**src/rtl/fetch_unit.sv**
```systemverilog
// Instruction fetch front end: walks a small instruction memory and buffers
// fetched words in a 2-entry queue, with redirect and halt-at-end-of-memory.
module fetch_unit #(
   parameter logic [31:0] RESET_PC = 32'h0000_0000,
   parameter int          MEM_SIZE = 5
) (
   input  logic        clk,
   input  logic        rst,
   output logic [31:0] imem_addr,
   input  logic [31:0] imem_rdata,
   output logic        out_valid,
   input  logic        out_ready,
   output logic [31:0] out_instr,
   output logic [31:0] out_pc,
   input  logic        redirect_valid,
   input  logic [31:0] redirect_pc,
   output logic        halted
);

   typedef enum logic [0:0] {RUN = 1'b0, HALT = 1'b1} state_t;

   localparam logic [29:0] MEM_WORDS = 30'(MEM_SIZE);

   state_t            state_r;
   state_t            state_next_s;
   logic [31:0]       fetch_pc_r;
   logic [31:0]       fetch_pc_next_s;
   logic [1:0]        count_r;
   logic [1:0]        count_next_s;
   logic [1:0][31:0]  pc_q_r;
   logic [1:0][31:0]  instr_q_r;
   logic              in_range_s;
   logic              pop_s;
   logic              push_s;
   logic              wpos_s;
   logic [31:0]       target_s;

   assign in_range_s = (fetch_pc_r[31:2] < MEM_WORDS);
   assign target_s   = redirect_pc & 32'hFFFF_FFFC;
   assign pop_s      = out_valid && out_ready;
   assign push_s     = (state_r == RUN) && !redirect_valid && in_range_s &&
                       ((count_r != 2'd2) || pop_s);
   // Slot the new entry lands in once any pop has shifted the queue forward.
   assign wpos_s     = (count_r == 2'd2) || ((count_r == 2'd1) && !pop_s);

   assign imem_addr  = fetch_pc_r;
   assign out_valid  = (count_r != 2'd0);
   assign out_pc     = pc_q_r[0];
   assign out_instr  = instr_q_r[0];
   assign halted     = (state_r == HALT);

   // Next-state logic: redirect overrides fetch, pop and halt entry.
   always_comb begin
      state_next_s    = state_r;
      count_next_s    = count_r;
      fetch_pc_next_s = fetch_pc_r;
      if (redirect_valid) begin
         state_next_s    = RUN;
         count_next_s    = 2'd0;
         fetch_pc_next_s = target_s;
      end else begin
         count_next_s = count_r + {1'b0, push_s} - {1'b0, pop_s};
         if (push_s) begin
            fetch_pc_next_s = fetch_pc_r + 32'd4;
         end else begin
            fetch_pc_next_s = fetch_pc_r;
         end
         case (state_r)
            RUN: begin
               if (!in_range_s && (count_r == 2'd0)) begin
                  state_next_s = HALT;
               end else begin
                  state_next_s = RUN;
               end
            end
            HALT:    state_next_s = HALT;
            default: state_next_s = RUN;
         endcase
      end
   end

   // Control state registers.
   always_ff @(posedge clk or posedge rst) begin
      if (rst) begin
         state_r    <= RUN;
         count_r    <= 2'd0;
         fetch_pc_r <= RESET_PC;
      end else begin
         state_r    <= state_next_s;
         count_r    <= count_next_s;
         fetch_pc_r <= fetch_pc_next_s;
      end
   end

   // Queue storage: shift on pop, then write the fetched word behind the survivors.
   always_ff @(posedge clk or posedge rst) begin
      if (rst) begin
         pc_q_r    <= '{default: 32'd0};
         instr_q_r <= '{default: 32'd0};
      end else if (!redirect_valid) begin
         if (pop_s) begin
            pc_q_r[0]    <= pc_q_r[1];
            instr_q_r[0] <= instr_q_r[1];
         end
         if (push_s) begin
            pc_q_r[wpos_s]    <= fetch_pc_r;
            instr_q_r[wpos_s] <= imem_rdata;
         end
      end
   end

endmodule

```
**config.mk**
```make
export PLATFORM = sky130hd
export DESIGN_NAME = fetch_unit
export DESIGN_NICKNAME = d
export VERILOG_FILES = /design/src/rtl/fetch_unit.sv
export SDC_FILE = /design/constraint.sdc
export NUM_CORES = 1
export LEC_CHECK = 0
export BUFFER_PORTS_ARGS = -buffer_cell sky130_fd_sc_hd__buf_2
export CORE_MARGIN = 4
export CORE_UTILIZATION = 48
export DETAILED_ROUTE_END_ITERATION = 6
export PLACE_DENSITY = 0.84
export SLEW_MARGIN = 0
export SYNTH_ARGS = -nofsm -noshare
export SYNTH_HDL_FRONTEND = slang
export SYNTH_SLANG_ARGS = --single-unit
```
**constraint.sdc**
```tcl
create_clock -name clk -period 4.65 [get_ports clk]
set_input_delay 0.2325 -clock clk [delete_from_list [all_inputs] [get_ports clk]]
set_output_delay 0.2325 -clock clk [all_outputs]
set_load 0.01 [all_outputs]
```
==> metrics.md, run 1 <==
| Metric | Value |
|---|---|
| DIE HEIGHT | `~130 um` |
| Relative slew slack | `between 10% and 20%` |
| Io pins | `166` |
| Crit Path Class | `reg2reg` |
| Post-synthesis sequential area ratio | `roughly 59%` |
| Final Cycle Share | `roughly 62%` |
| PD cells | `approximately 420 nW/um2` |
| Bufs on Longest Clock Path | `2` |
| Top cell type's share of synthesized area | `approximately 60%` |
| Most common cell after layout, fill and taps aside | `buf_2` |
| Post-cts hold buffer count | `1` |
| Worst Path Max Fanout | `31` |
| Clk_lat worst skew | `0.41 ns` |
| Wire per inst | `16.1 um` |
| Max incr delay on CP | `~1.0 ns` |
| Setup WS post-layout | `~1.7 ns` |
| Slew @ Worst Pin | `about 1.2 ns` |
| Vias | `approximately 4200` |
| Area grow syn2layout | `16.1%` |
| Status | `finished clean` |
| First-pass iteration count of the detailed router | `4` |
| CTS Sinks | `about 160` |
| Initial Util | `48.8%` |
| CP Capture Type | `flop` |
| Yosys warnings | `0` |
| First-pass GRT wire length | `about 22000 um` |
| Starting DRT DRC Count | `about 210` |
| Diodes inserted | `0` |
| Most frequent cells in the layout | `buf_2 (161), dfrtp_1 (159), mux2_2 (61)` |
| Remaining antenna violation count | `0` |
| Req. time, crit path | `4.99 ns` |
| RSZ-0062 raised after global routing | `no` |
| Mapped Area | `6740 um2` |
| Count of cell types in the netlist | `38` |
| Syn_area_per_cell | `12.7 um2` |
| Logic pwr share | `10.6%` |
| H-tree levels | `4` |
| Gr usage total | `between 15 and 20%` |
| Yosys reg bits | `~160` |
| Ordered list of cells on the worst path | `or2_2, nand2_1, nor2_4, buf_4, o41a_1, a22o_1` |
| GRT Residual Overflow | `0` |
| # Post-CTS Setup Buffers | `0` |
| Row count | `43` |
| CTS Buf Count | `17` |
| Max Slew Vio Count | `0` |
| Switching power | `0.000789 W` |
| Ys async rst share | `100%` |
| Fillers | `1117` |
| Register area | `approximately 4000 um2` |
| Area of the multi-input gates | `2110 um2` |
| Layout cells sized above 1 | `about two fifths` |
| Die width | `127 um` |
| Vias per std cell | `a little over 5` |
| Internal Pwr Total | `around 0.0025 W` |
| Area leader, netlist | `dfrtp_1` |
| TNS Setup | `0 ns` |
| Final Skew | `0.0101 ns` |
| Cells after Synth | `roughly 530` |
| CP Launch Type | `flop` |
| Number of global-route vias before repair | `4334` |
| Clock slew at reported path FFs | `roughly 0.06 ns` |
| Largest net degree at the start of global routing | `71` |
| Clock power frac | `a little over two fifths` |
| Post-CTS Resized | `0` |
| Peak Freq | `between 0.3 and 0.4 GHz` |
| Final Hold Vio Count | `0` |
| Hold/Removal Path Class | `in2reg` |
| Largest cells by area after synthesis | `dfrtp_1 (59%), mux2_2 (10%), buf_4 (7.6%)` |
| Max-cap violations | `0` |
| Static leakage | `roughly 3.9 nW` |
| Drt drc | `0` |
| Setup Viol. Count Final | `0` |
| Top_reg_cell synth | `dfrtp_1` |
| Sequential Power Share | `between 40% and 50%` |
| EDFF count, synth | `0` |
| Dpl ws | `1.66 ns` |
| Arr. time, crit path | `around 3.3 ns` |
| Die area | `about 16000 um2` |
| Clock root cell | `clkbuf_16` |
| Core area | `roughly 14000 um2` |
| CTS tree | `yes` |
| Initial antenna violation count | `0` |
| Worst VDD drop | `233 uV` |
| Crit-path slowest cell | `o41a_1` |
| Min Tclk post-route | `between 2 and 3 ns` |
| Total Wirelength | `between 10000 and 15000 um` |
| GPL Wtd Cong | `approximately 0.76` |
| I/O Buffers | `between 150 and 200` |
| Switching share of power | `~24%` |
| Nets | `698` |
| DP Wirelength | `about 9100 um` |
[metal layers]
metal	wire [um]	vias up	part of all wire, %	GRT usage (%)
li1	-	1942	-	-
met1	5550	2101	42	21.4
met3	775	25	5.9	5.68
met4	270	0	2.0	6.37
met5	0	-	0	0
met2	6630	118	50	27.6
[state kept, by name, indices dropped and copies added, names as in the netlist]
| name | cells |
|---|---|
| out_pc | 32 |
| halted | 1 |
| instr_q_r | 32 |
| pc_q_r | 30 |
| out_instr | 32 |
| count_r | 2 |
| imem_addr | 30 |
[Yosys cell counts, types with 2 or more instances]
master      n
o21ai_0    36
and2_1      3
nor3_1      3
ha_1        4
a22o_1     27
a21oi_1     2
or2_2       2
nor2b_1    29
nor4_1      6
inv_1      11
dfrtp_1   159
buf_4      68
mux2i_1    35
nor2_1      4
clkbuf_1   13
nand3_1     2
nand2_1    38
mux2_2     61
buf_2      10
[area by class of cell]
class | instances | area share, %
Clock buffer | 21 | 5.88
Sequential cell | 159 | 50.8
Inverter | 11 | 0.592
Timing Repair Buffer | 167 | 10.9
Tap cell | 180 | 2.88
Multi-Input combinational cell | 270 | 27.0
Clock inverter | 11 | 1.95
[final timing paths]
check / from / to / slack [ns] / cells past startpoint
worst max-delay path: count_r[1]$_DFF_PP0_ / out_pc[21]$_DFFE_PP0N_ / 1.74 / 6
worst min-delay path: redirect_pc[4] / imem_addr[4]$_DFFE_PP0P_ / 0.03 / 3
worst max register to register: count_r[1]$_DFF_PP0_ / out_pc[21]$_DFFE_PP0N_ / 1.74 / 6
worst min register to register: out_pc[0]$_DFFE_PP0N_ / out_pc[0]$_DFFE_PP0N_ / 0.49 / 1
max in group asynchronous: rst / imem_addr[13]$_DFFE_PP0P_ / 3.17 / 4
min in group asynchronous: rst / instr_q_r[63]$_DFFE_PP0P_ / 0.45 / 3
[cells by family (layout without fill, tap and decap cells)]
kind of cell    after synthesis  after routing  synth area share [%]
mux                          96             96                  15.4
simple gates                 93             93                  7.33
fa+ha+maj                     4              4                 0.742
other cells                   1              2                0.0556
compound gates               73             73                  7.33
xor+xnor                      2              2                 0.260
flops                       159            159                  59.0
buf+inv                     104            210                  9.87
[power groups by stage]
stage	combinational (W)	sequential [W]	clock, W
6_report	0.000348	0.00151	0.00142
5_1_grt	0.000386	0.00152	0.00153
4_1_cts	0.000356	0.00151	0.00146
3_5_place_dp	0.000354	0.00154	0
3_3_place_gp	0.000340	0.00153	0
2_1_floorplan	0.000249	0.00154	0
[metrics by stage]
step	cells	total power [W]	util, %	hold slack, ns	cell area (um2)
floorplan	533	0.00179	-	0.349	6750
global placement	786	0.00187	52.1	0.325	7200
detailed placement	786	0.00189	52.1	0.341	7200
CTS	819	0.00332	56.6	0.0140	7830
global route	819	0.00343	56.6	0.0148	7830
finish	819	0.00328	56.6	0.0342	7830
[worst max-delay path, delay by kind of cell (launching register included)]
| kind | cells | cell delay (ns) |
|---|---|---|
| AO/OA/AOI/OAI | 2 | 1.33 |
| AND/OR/NAND/NOR | 3 | 0.55 |
| buffers and inverters | 1 | 0.53 |
| flip-flops | 1 | 0.39 |
Power figures use the tool's default switching activity.
==> run 2: changes to the inputs <==
--- a/config.mk
+++ b/config.mk
@@ -5,11 +5,12 @@
 export SDC_FILE = /design/constraint.sdc
 export NUM_CORES = 1
 export LEC_CHECK = 0
+export ABC_AREA = 1
 export BUFFER_PORTS_ARGS = -buffer_cell sky130_fd_sc_hd__buf_2
 export CORE_MARGIN = 4
-export CORE_UTILIZATION = 48
+export CORE_UTILIZATION = 51
 export DETAILED_ROUTE_END_ITERATION = 6
-export PLACE_DENSITY = 0.84
+export PLACE_DENSITY = 0.85
 export SLEW_MARGIN = 0
 export SYNTH_ARGS = -nofsm -noshare
 export SYNTH_HDL_FRONTEND = slang
==> constraint.sdc (replaced) <==
create_clock -name clk -period 2.5 [get_ports clk]
set_input_delay 0.125 -clock clk [delete_from_list [all_inputs] [get_ports clk]]
set_output_delay 0.125 -clock clk [all_outputs]
set_load 0.01 [all_outputs]
==> run 2 against run 1 <==
Compared with the run above:
- sequential share of layout area down 13 points
- combinational power grew to 3.3 times the previous value
- final cell count is 93% higher
- via count increased by 93%
- non-clock buffer count grew 72
- core utilization is 5.7 points higher
- synthesized cell count increased by 130%
- area after synthesis grew 30%
- largest power group unchanged
- register-to-register slack got worse by 1.3 ns
- sequential power is 95% higher
==> metrics.md, run 2 <==
| Metric | Value |
|---|---|
| Status | `finished clean (unchanged)` |
| GPL Wtd Cong | `0.815 (was 0.765)` |
| Max incr delay on CP | `0.45 ns (was 1.03 ns)` |
| Count of cell types in the netlist | `23 (was 38)` |
| Die width | `139 um (was 127 um)` |
| Post-CTS Resized | `0 (unchanged)` |
| Remaining antenna violation count | `0 (unchanged)` |
| Synth cell count leaders | `nand2_1 (447), dfrtp_1 (159), nand3_1 (155), inv_1 (139), o21ai_0 (85) (was dfrtp_1 (159), buf_4 (68), mux2_2 (61), nand2_1 (38), o21ai_0 (36))` |
| I/O Buffers | `161 (unchanged)` |
| CP Capture Type | `flop (unchanged)` |
| Slew @ Worst Pin | `1.00 ns (was 1.23 ns)` |
| RSZ-0062 raised after global routing | `no (unchanged)` |
| Clk_lat worst skew | `0.42 ns (was 0.41 ns)` |
| Peak Freq | `0.478 GHz (was 0.344 GHz)` |
| Hold/Removal Path Class | `in2reg (unchanged)` |
| Largest net degree at the start of global routing | `133 (was 71)` |
| Final Cycle Share | `83.7% (was 62.5%)` |
| H-tree levels | `4 (unchanged)` |
| Min Tclk post-route | `2.09 ns (was 2.91 ns)` |
| Req. time, crit path | `2.77 ns (was 4.99 ns)` |
| Cells after Synth | `1227 (was 532)` |
| GRT Residual Overflow | `0 (unchanged)` |
| Arr. time, crit path | `2.36 ns (was 3.25 ns)` |
| EDFF count, synth | `0 (unchanged)` |
| CTS Buf Count | `17 (unchanged)` |
| Ordered list of cells on the worst path | `inv_1, ha_1, inv_1, nand2_1, nand2_1, nor2_1, nand2_1, nor2_4, nand2_2, ha_1, inv_1, ha_1, xor2_1, nor2_1 (was or2_2, nand2_1, nor2_4, buf_4, o41a_1, a22o_1)` |
| First-pass GRT wire length | `38200 um (was 21900 um)` |
| Setup Viol. Count Final | `0 (unchanged)` |
| Row count | `47 (was 43)` |
| Bufs on Longest Clock Path | `2 (unchanged)` |
| CTS Sinks | `159 (unchanged)` |
| Area leader, netlist | `dfrtp_1 (unchanged)` |
| Top_reg_cell synth | `dfrtp_1 (unchanged)` |
| Io pins | `166 (unchanged)` |
| Vias per std cell | `5.10 (was 5.11)` |
| Total Wirelength | `23000 um (was 13200 um)` |
| Post-synthesis sequential area ratio | `45.3% (was 59.0%)` |
| Worst Path Buf+Inv | `3 (was 1)` |
| Ys async rst share | `100% (unchanged)` |
| Starting DRT DRC Count | `555 (was 213)` |
| Area grow syn2layout | `18.7% (was 16.1%)` |
| Total power | `0.00678 W (was 0.00328 W)` |
| Die area | `19400 um2 (was 16000 um2)` |
| Core area | `16800 um2 (was 13800 um2)` |
| DP Wirelength | `13400 um (was 9080 um)` |
| Initial Util | `52.4% (was 48.8%)` |
| Nets | `1422 (was 698)` |
| Static leakage | `5.90 nW (was 3.95 nW)` |
| Post-route cell area | `10400 um2 (was 7830 um2)` |
| Yosys reg bits | `159 (unchanged)` |
| Crit-path slowest cell | `dfrtp_1 (was o41a_1)` |
| Most common cell after layout, fill and taps aside | `nand2_1 (was buf_2)` |
| Clock slew at reported path FFs | `0.06 ns (about the same)` |
| Initial antenna violation count | `0 (unchanged)` |
| Diodes inserted | `0 (unchanged)` |
| Count leader, synth | `nand2_1 (was dfrtp_1)` |
| Wire per inst | `14.5 um (was 16.1 um)` |
| Final Hold Vio Count | `0 (unchanged)` |
| Cell Area, Placed | `9220 um2 (was 7200 um2)` |
| CTS tree | `yes (unchanged)` |
| Final Skew | `0.0102 ns (was 0.0101 ns)` |
| Number of global-route vias before repair | `7899 (was 4334)` |
| Crit Path Class | `reg2reg (unchanged)` |
| TNS Setup | `0 ns (unchanged)` |
| Yosys warnings | `0 (unchanged)` |
| Syn_area_per_cell | `7.16 um2 (was 12.7 um2)` |
| Gr usage total | `23.8% (was 17.1%)` |
| Worst Path Max Fanout | `7 (was 31)` |
| CP delay by family, top | `adder cells (was compound AO/OA/AOI/OAI gates)` |
| Clock root cell | `clkbuf_16 (unchanged)` |
| Top cell type's share of synthesized area | `45.3% (was 59.0%)` |
| DIE HEIGHT | `139 um (was 127 um)` |
| Most frequent cells in the layout | `nand2_1 (447), buf_2 (161), dfrtp_1 (159) (was buf_2 (161), dfrtp_1 (159), mux2_2 (61))` |
| Worst VDD drop | `446 uV (was 233 uV)` |
| CP Launch Type | `flop (unchanged)` |
| First-pass iteration count of the detailed router | `5 (was 4)` |
| # Post-CTS Setup Buffers | `0 (unchanged)` |
| PD cells | `650 nW/um2 (was 419 nW/um2)` |
| Vias | `8072 (was 4186)` |
| Largest cells by area after synthesis | `dfrtp_1 (45%), nand2_1 (19%), nand3_1 (8.8%) (was dfrtp_1 (59%), mux2_2 (10%), buf_4 (7.6%))` |
| Final core utilization | `62.3% (was 56.6%)` |
| Mapped Area | `8790 um2 (was 6740 um2)` |
| Layout cells sized above 1 | `16.1% (was 41.6%)` |
| Drt drc | `0 (unchanged)` |
| Relative slew slack | `33.1% (was 18.2%)` |
| Max-cap violations | `0 (unchanged)` |
| Max Slew Vio Count | `0 (unchanged)` |
## run 2: power by group
group / leakage [nW] / switching [W] / internal [W]
Clock: 0.284 / 0.00108 / 0.00161
Combinational: 3.69 / 0.000661 / 0.000493
Sequential: 1.92 / 0.000163 / 0.00278
Total: 5.90 / 0.00190 / 0.00488
## run 2: cell type report
cell class | count | area (um2)
Clock buffer | 21 | 450
Sequential cell | 159 | 3980
Tap cell | 220 | 275
Multi-Input combinational cell | 788 | 3440
Inverter | 145 | 549
Clock inverter | 11 | 156
Fill cell | 1415 | 6330
Timing Repair Buffer | 239 | 1580
## run 2: final timing paths
kind                       slack, ns                     start                   endpoint  cells past startpoint
min in group asynchronous       0.37                       rst  out_instr[12]$_DFFE_PP0N_                      4
max in group asynchronous       1.46                       rst  imem_addr[21]$_DFFE_PP0P_                      4
hold / removal                  0.04            redirect_pc[5]   imem_addr[5]$_DFFE_PP0P_                      5
hold reg to reg                 0.47    pc_q_r[55]$_DFFE_PP0P_     pc_q_r[55]$_DFFE_PP0P_                      2
setup reg to reg                0.41  imem_addr[2]$_DFFE_PP0P_       count_r[1]$_DFF_PP0_                     14
setup / recovery                0.41  imem_addr[2]$_DFFE_PP0P_       count_r[1]$_DFF_PP0_                     14
## run 2: kinds of logic after synthesis
group	after synthesis	share of synthesized area (%)
simple gates	683	32.6
compound gates	95	5.44
buf+inv	281	15.7
xor+xnor	4	0.399
flops	159	45.3
fa+ha+maj	4	0.569
other cells	1	0.0427
## run 2: routing by layer
| layer | part of all wire, % | routed length, um | up-vias | global-route usage, % |
|---|---|---|---|---|
| li1 | - | - | 3934 | - |
| met2 | 49 | 11400 | 308 | 40.3 |
| met1 | 42 | 9590 | 3778 | 30.4 |
| met4 | 2.2 | 496 | 0 | 9.58 |
| met3 | 6.8 | 1550 | 52 | 4.36 |
| met5 | 0 | 0 | - | 0 |
## run 2: timing repair
item | CTS | global route
endpoints found under the setup margin | 0 | 0
hold endpoints to repair | 214 | 0
hold buffers | 61 | 0
## run 2: tightest hold or removal path, stage by stage
cell,delay (ns)
buf_2,0.08
nand2_1,0.04
o21ai_0,0.06
nand2_1,0.05
o21ai_0,0.07
## run 2: metrics by stage
step           setup slack [ns]  hold slack (ns)  instances
3_5_place_dp              0.411            0.278       1490
3_3_place_gp              0.444            0.273       1490
5_1_grt                   0.235           0.0608       1583
4_1_cts                   0.395           0.0172       1583
2_1_floorplan             0.200            0.242       1228
6_report                  0.407           0.0445       1583
==> run 3: changes to the inputs <==
==> constraint.sdc (replaced) <==
create_clock -name clk -period 1.8 [get_ports clk]
set_input_delay 0.09 -clock clk [delete_from_list [all_inputs] [get_ports clk]]
set_output_delay 0.09 -clock clk [all_outputs]
set_load 0.01 [all_outputs]
==> run 3 against run 2 <==
Compared with the run above:
- the run now ends with negative setup slack left
- core utilization rose by 5.4 points
- sequential power rose by 38%
- largest cell class unchanged
- sequential cell count did not move
- sequential share of layout area fell by 3.0 points
- critical path type unchanged
- highest routed layer unchanged
==> metrics.md, run 3 (synthesized netlist as in run 2, its figures left out) <==
| Metric | Value |
|---|---|
| Status | `finished, violations left (was finished clean)` |
| Failing checks | `negative setup slack` |
| Max-cap violations | `0 (unchanged)` |
| Initial antenna violation count | `1 (was 0)` |
| CTS tree | `yes (unchanged)` |
| GPL Wtd Cong | `0.821 (was 0.815)` |
| CP Launch Type | `flop (unchanged)` |
| Max Slew Vio Count | `0 (unchanged)` |
| Placed insts | `1518 (was 1490)` |
| Most common cell after layout, fill and taps aside | `nand2_1 (unchanged)` |
| Slew @ Worst Pin | `0.835 ns (was 1.00 ns)` |
| Core area | `16800 um2 (unchanged)` |
| CP Capture Type | `flop (unchanged)` |
| Setup WS post-layout | `-0.163 ns (was 0.407 ns)` |
| DIE HEIGHT | `139 um (unchanged)` |
| Row count | `47 (unchanged)` |
| Final Skew | `0.0137 ns (was 0.0102 ns)` |
| First-pass iteration count of the detailed router | `7 (was 5)` |
| Io pins | `166 (unchanged)` |
| Die width | `139 um (unchanged)` |
| Final core utilization | `67.6% (was 62.3%)` |
| Max incr delay on CP | `0.42 ns (was 0.45 ns)` |
| Wire per inst | `15.5 um (was 14.5 um)` |
| Clk_lat worst skew | `0.43 ns (was 0.42 ns)` |
| Area grow syn2layout | `29.0% (was 18.7%)` |
| Post-route cell area | `11300 um2 (was 10400 um2)` |
| Clock root cell | `clkbuf_16 (unchanged)` |
| Final cell count without fillers | `1629 (was 1583)` |
| Static leakage | `6.35 nW (was 5.90 nW)` |
| Gr usage total | `25.4% (was 23.8%)` |
| Drt drc | `0 (unchanged)` |
| Layout cells sized above 1 | `23.7% (was 16.1%)` |
| DP Wirelength | `14200 um (was 13400 um)` |
| Arr. time, crit path | `2.32 ns (was 2.36 ns)` |
| Initial Util | `52.4% (unchanged)` |
| Relative slew slack | `44.3% (was 33.1%)` |
| Number of global-route vias before repair | `8381 (was 7899)` |
| Req. time, crit path | `2.15 ns (was 2.77 ns)` |
| First-pass GRT wire length | `40800 um (was 38200 um)` |
| H-tree levels | `4 (unchanged)` |
| Cell Area, Placed | `9520 um2 (was 9220 um2)` |
| Crit Path Class | `reg2reg (unchanged)` |
| Remaining antenna violation count | `0 (unchanged)` |
| Largest net degree at the start of global routing | `120 (was 133)` |
| I/O Buffers | `161 (unchanged)` |
| Final Hold Vio Count | `0 (unchanged)` |
| Die area | `19400 um2 (unchanged)` |
| Min Tclk post-route | `1.96 ns (was 2.09 ns)` |
| Nets | `1467 (was 1422)` |
| Hold slack | `0.155 ns (was 0.0445 ns)` |
| Worst Path Buf+Inv | `4 (was 3)` |
| Starting DRT DRC Count | `696 (was 555)` |
| Most frequent cells in the layout | `nand2_1 (415), buf_2 (161), dfrtp_1 (157) (was nand2_1 (447), buf_2 (161), dfrtp_1 (159))` |
| RSZ-0062 raised after global routing | `yes (was no)` |
| Most frequent CP cell | `nand2_1` |
| Peak Freq | `0.509 GHz (was 0.478 GHz)` |
| Hold/Removal Path Class | `in2async (was in2reg)` |
| Setup Viol. Count Final | `86 (was 0)` |
| Vias | `8509 (was 8072)` |
| GRT Residual Overflow | `0 (unchanged)` |
| Clock slew at reported path FFs | `0.07 ns (was 0.06 ns)` |
| Final Cycle Share | `109% (was 83.7%)` |
| Total Wirelength | `25200 um (was 23000 um)` |
| PD cells | `833 nW/um2 (was 650 nW/um2)` |
| Bufs on Longest Clock Path | `2 (unchanged)` |
| Ordered list of cells on the worst path | `inv_2, ha_4, inv_2, nand2_1, nand2_1, nor2_1, nand2_1, nor2_4, nand2_4, nor2_4, clkbuf_16, buf_12, nand2_2, o21ai_2 (was inv_1, ha_1, inv_1, nand2_1, nand2_1, nor2_1, nand2_1, nor2_4, nand2_2, ha_1, inv_1, ha_1, xor2_1, nor2_1)` |
| CTS Sinks | `159 (unchanged)` |
| CP delay by family, top | `simple AND/OR/NAND/NOR gates (was adder cells)` |
| Crit-path slowest cell | `dfrtp_2 (was dfrtp_1)` |
| Vias per std cell | `5.22 (was 5.10)` |
| Dpl ws | `-0.199 ns (was 0.411 ns)` |
| CTS Buf Count | `17 (unchanged)` |
| Worst VDD drop | `672 uV (was 446 uV)` |
| Worst Path Max Fanout | `6 (was 7)` |
| Fillers | `1270 (was 1415)` |
-- run 3: metal layers --
layer | GRT usage [%] | up-vias | part of all wire [%]
met2 | 43.2 | 402 | 50
met5 | 0 | - | 0
met4 | 8.60 | 0 | 2.4
li1 | - | 4038 | -
met3 | 6.04 | 61 | 8.1
met1 | 31.9 | 4008 | 40
-- run 3: worst paths after layout --
path	startpoint	slack (ns)	cells past startpoint	end
max in group asynchronous	rst	1.01	4	out_pc[17]$_DFFE_PP0N_
setup / recovery	imem_addr[2]$_DFFE_PP0P_	-0.16	14	instr_q_r[39]$_DFFE_PP0P_
setup reg to reg	imem_addr[2]$_DFFE_PP0P_	-0.16	14	instr_q_r[39]$_DFFE_PP0P_
hold / removal	rst	0.15	3	out_pc[2]$_DFFE_PP0N_
hold reg to reg	pc_q_r[40]$_DFFE_PP0P_	0.47	2	pc_q_r[40]$_DFFE_PP0P_
min in group clk	redirect_valid	0.32	5	out_instr[13]$_DFFE_PP0N_
-- run 3: power by group --
group / switching [W] / internal (W) / total [W]
logic: 0.000996 / 0.000745 / 0.00174
clock network: 0.00163 / 0.00200 / 0.00363
registers: 0.000208 / 0.00386 / 0.00407
total: 0.00283 / 0.00661 / 0.00944
-- run 3: through the flow --
step	TNS (ns)	power (W)
after floorplan	-49.50	0.00535
after global placement	-1.61	0.00565
after detailed placement	-4.69	0.00571
after CTS	-1.32	0.00945
after global routing	-24.00	0.00993
final	-7.86	0.00944
-- run 3: layout make-up --
| cell class | instances | area, um2 | share of cell area (%) |
|---|---|---|---|
| Sequential cell | 159 | 3980 | 35.1 |
| Multi-Input combinational cell | 788 | 3720 | 32.8 |
| Timing Repair Buffer | 284 | 2200 | 19.4 |
| Inverter | 145 | 566 | 4.99 |
| Clock buffer | 19 | 443 | 3.91 |
| Tap cell | 220 | 275 | 2.43 |
| Clock inverter | 13 | 146 | 1.29 |
| Antenna cell | 1 | 2.50 | 0.0221 |
-- run 3: repair_timing --
item | CTS | global route
pin swaps | 3 | 1
hold endpoints to repair | 221 | 0
cloned | 3 | 8
resized for setup | 13 | 101
setup endpoints to repair | 121 | 144
hold buffers | 63 | 0
buffers inserted | 3 | 3
-- run 3: worst min-delay path, delay by kind of cell --
family   cells  cell delay, ns
buf+inv      3            0.85
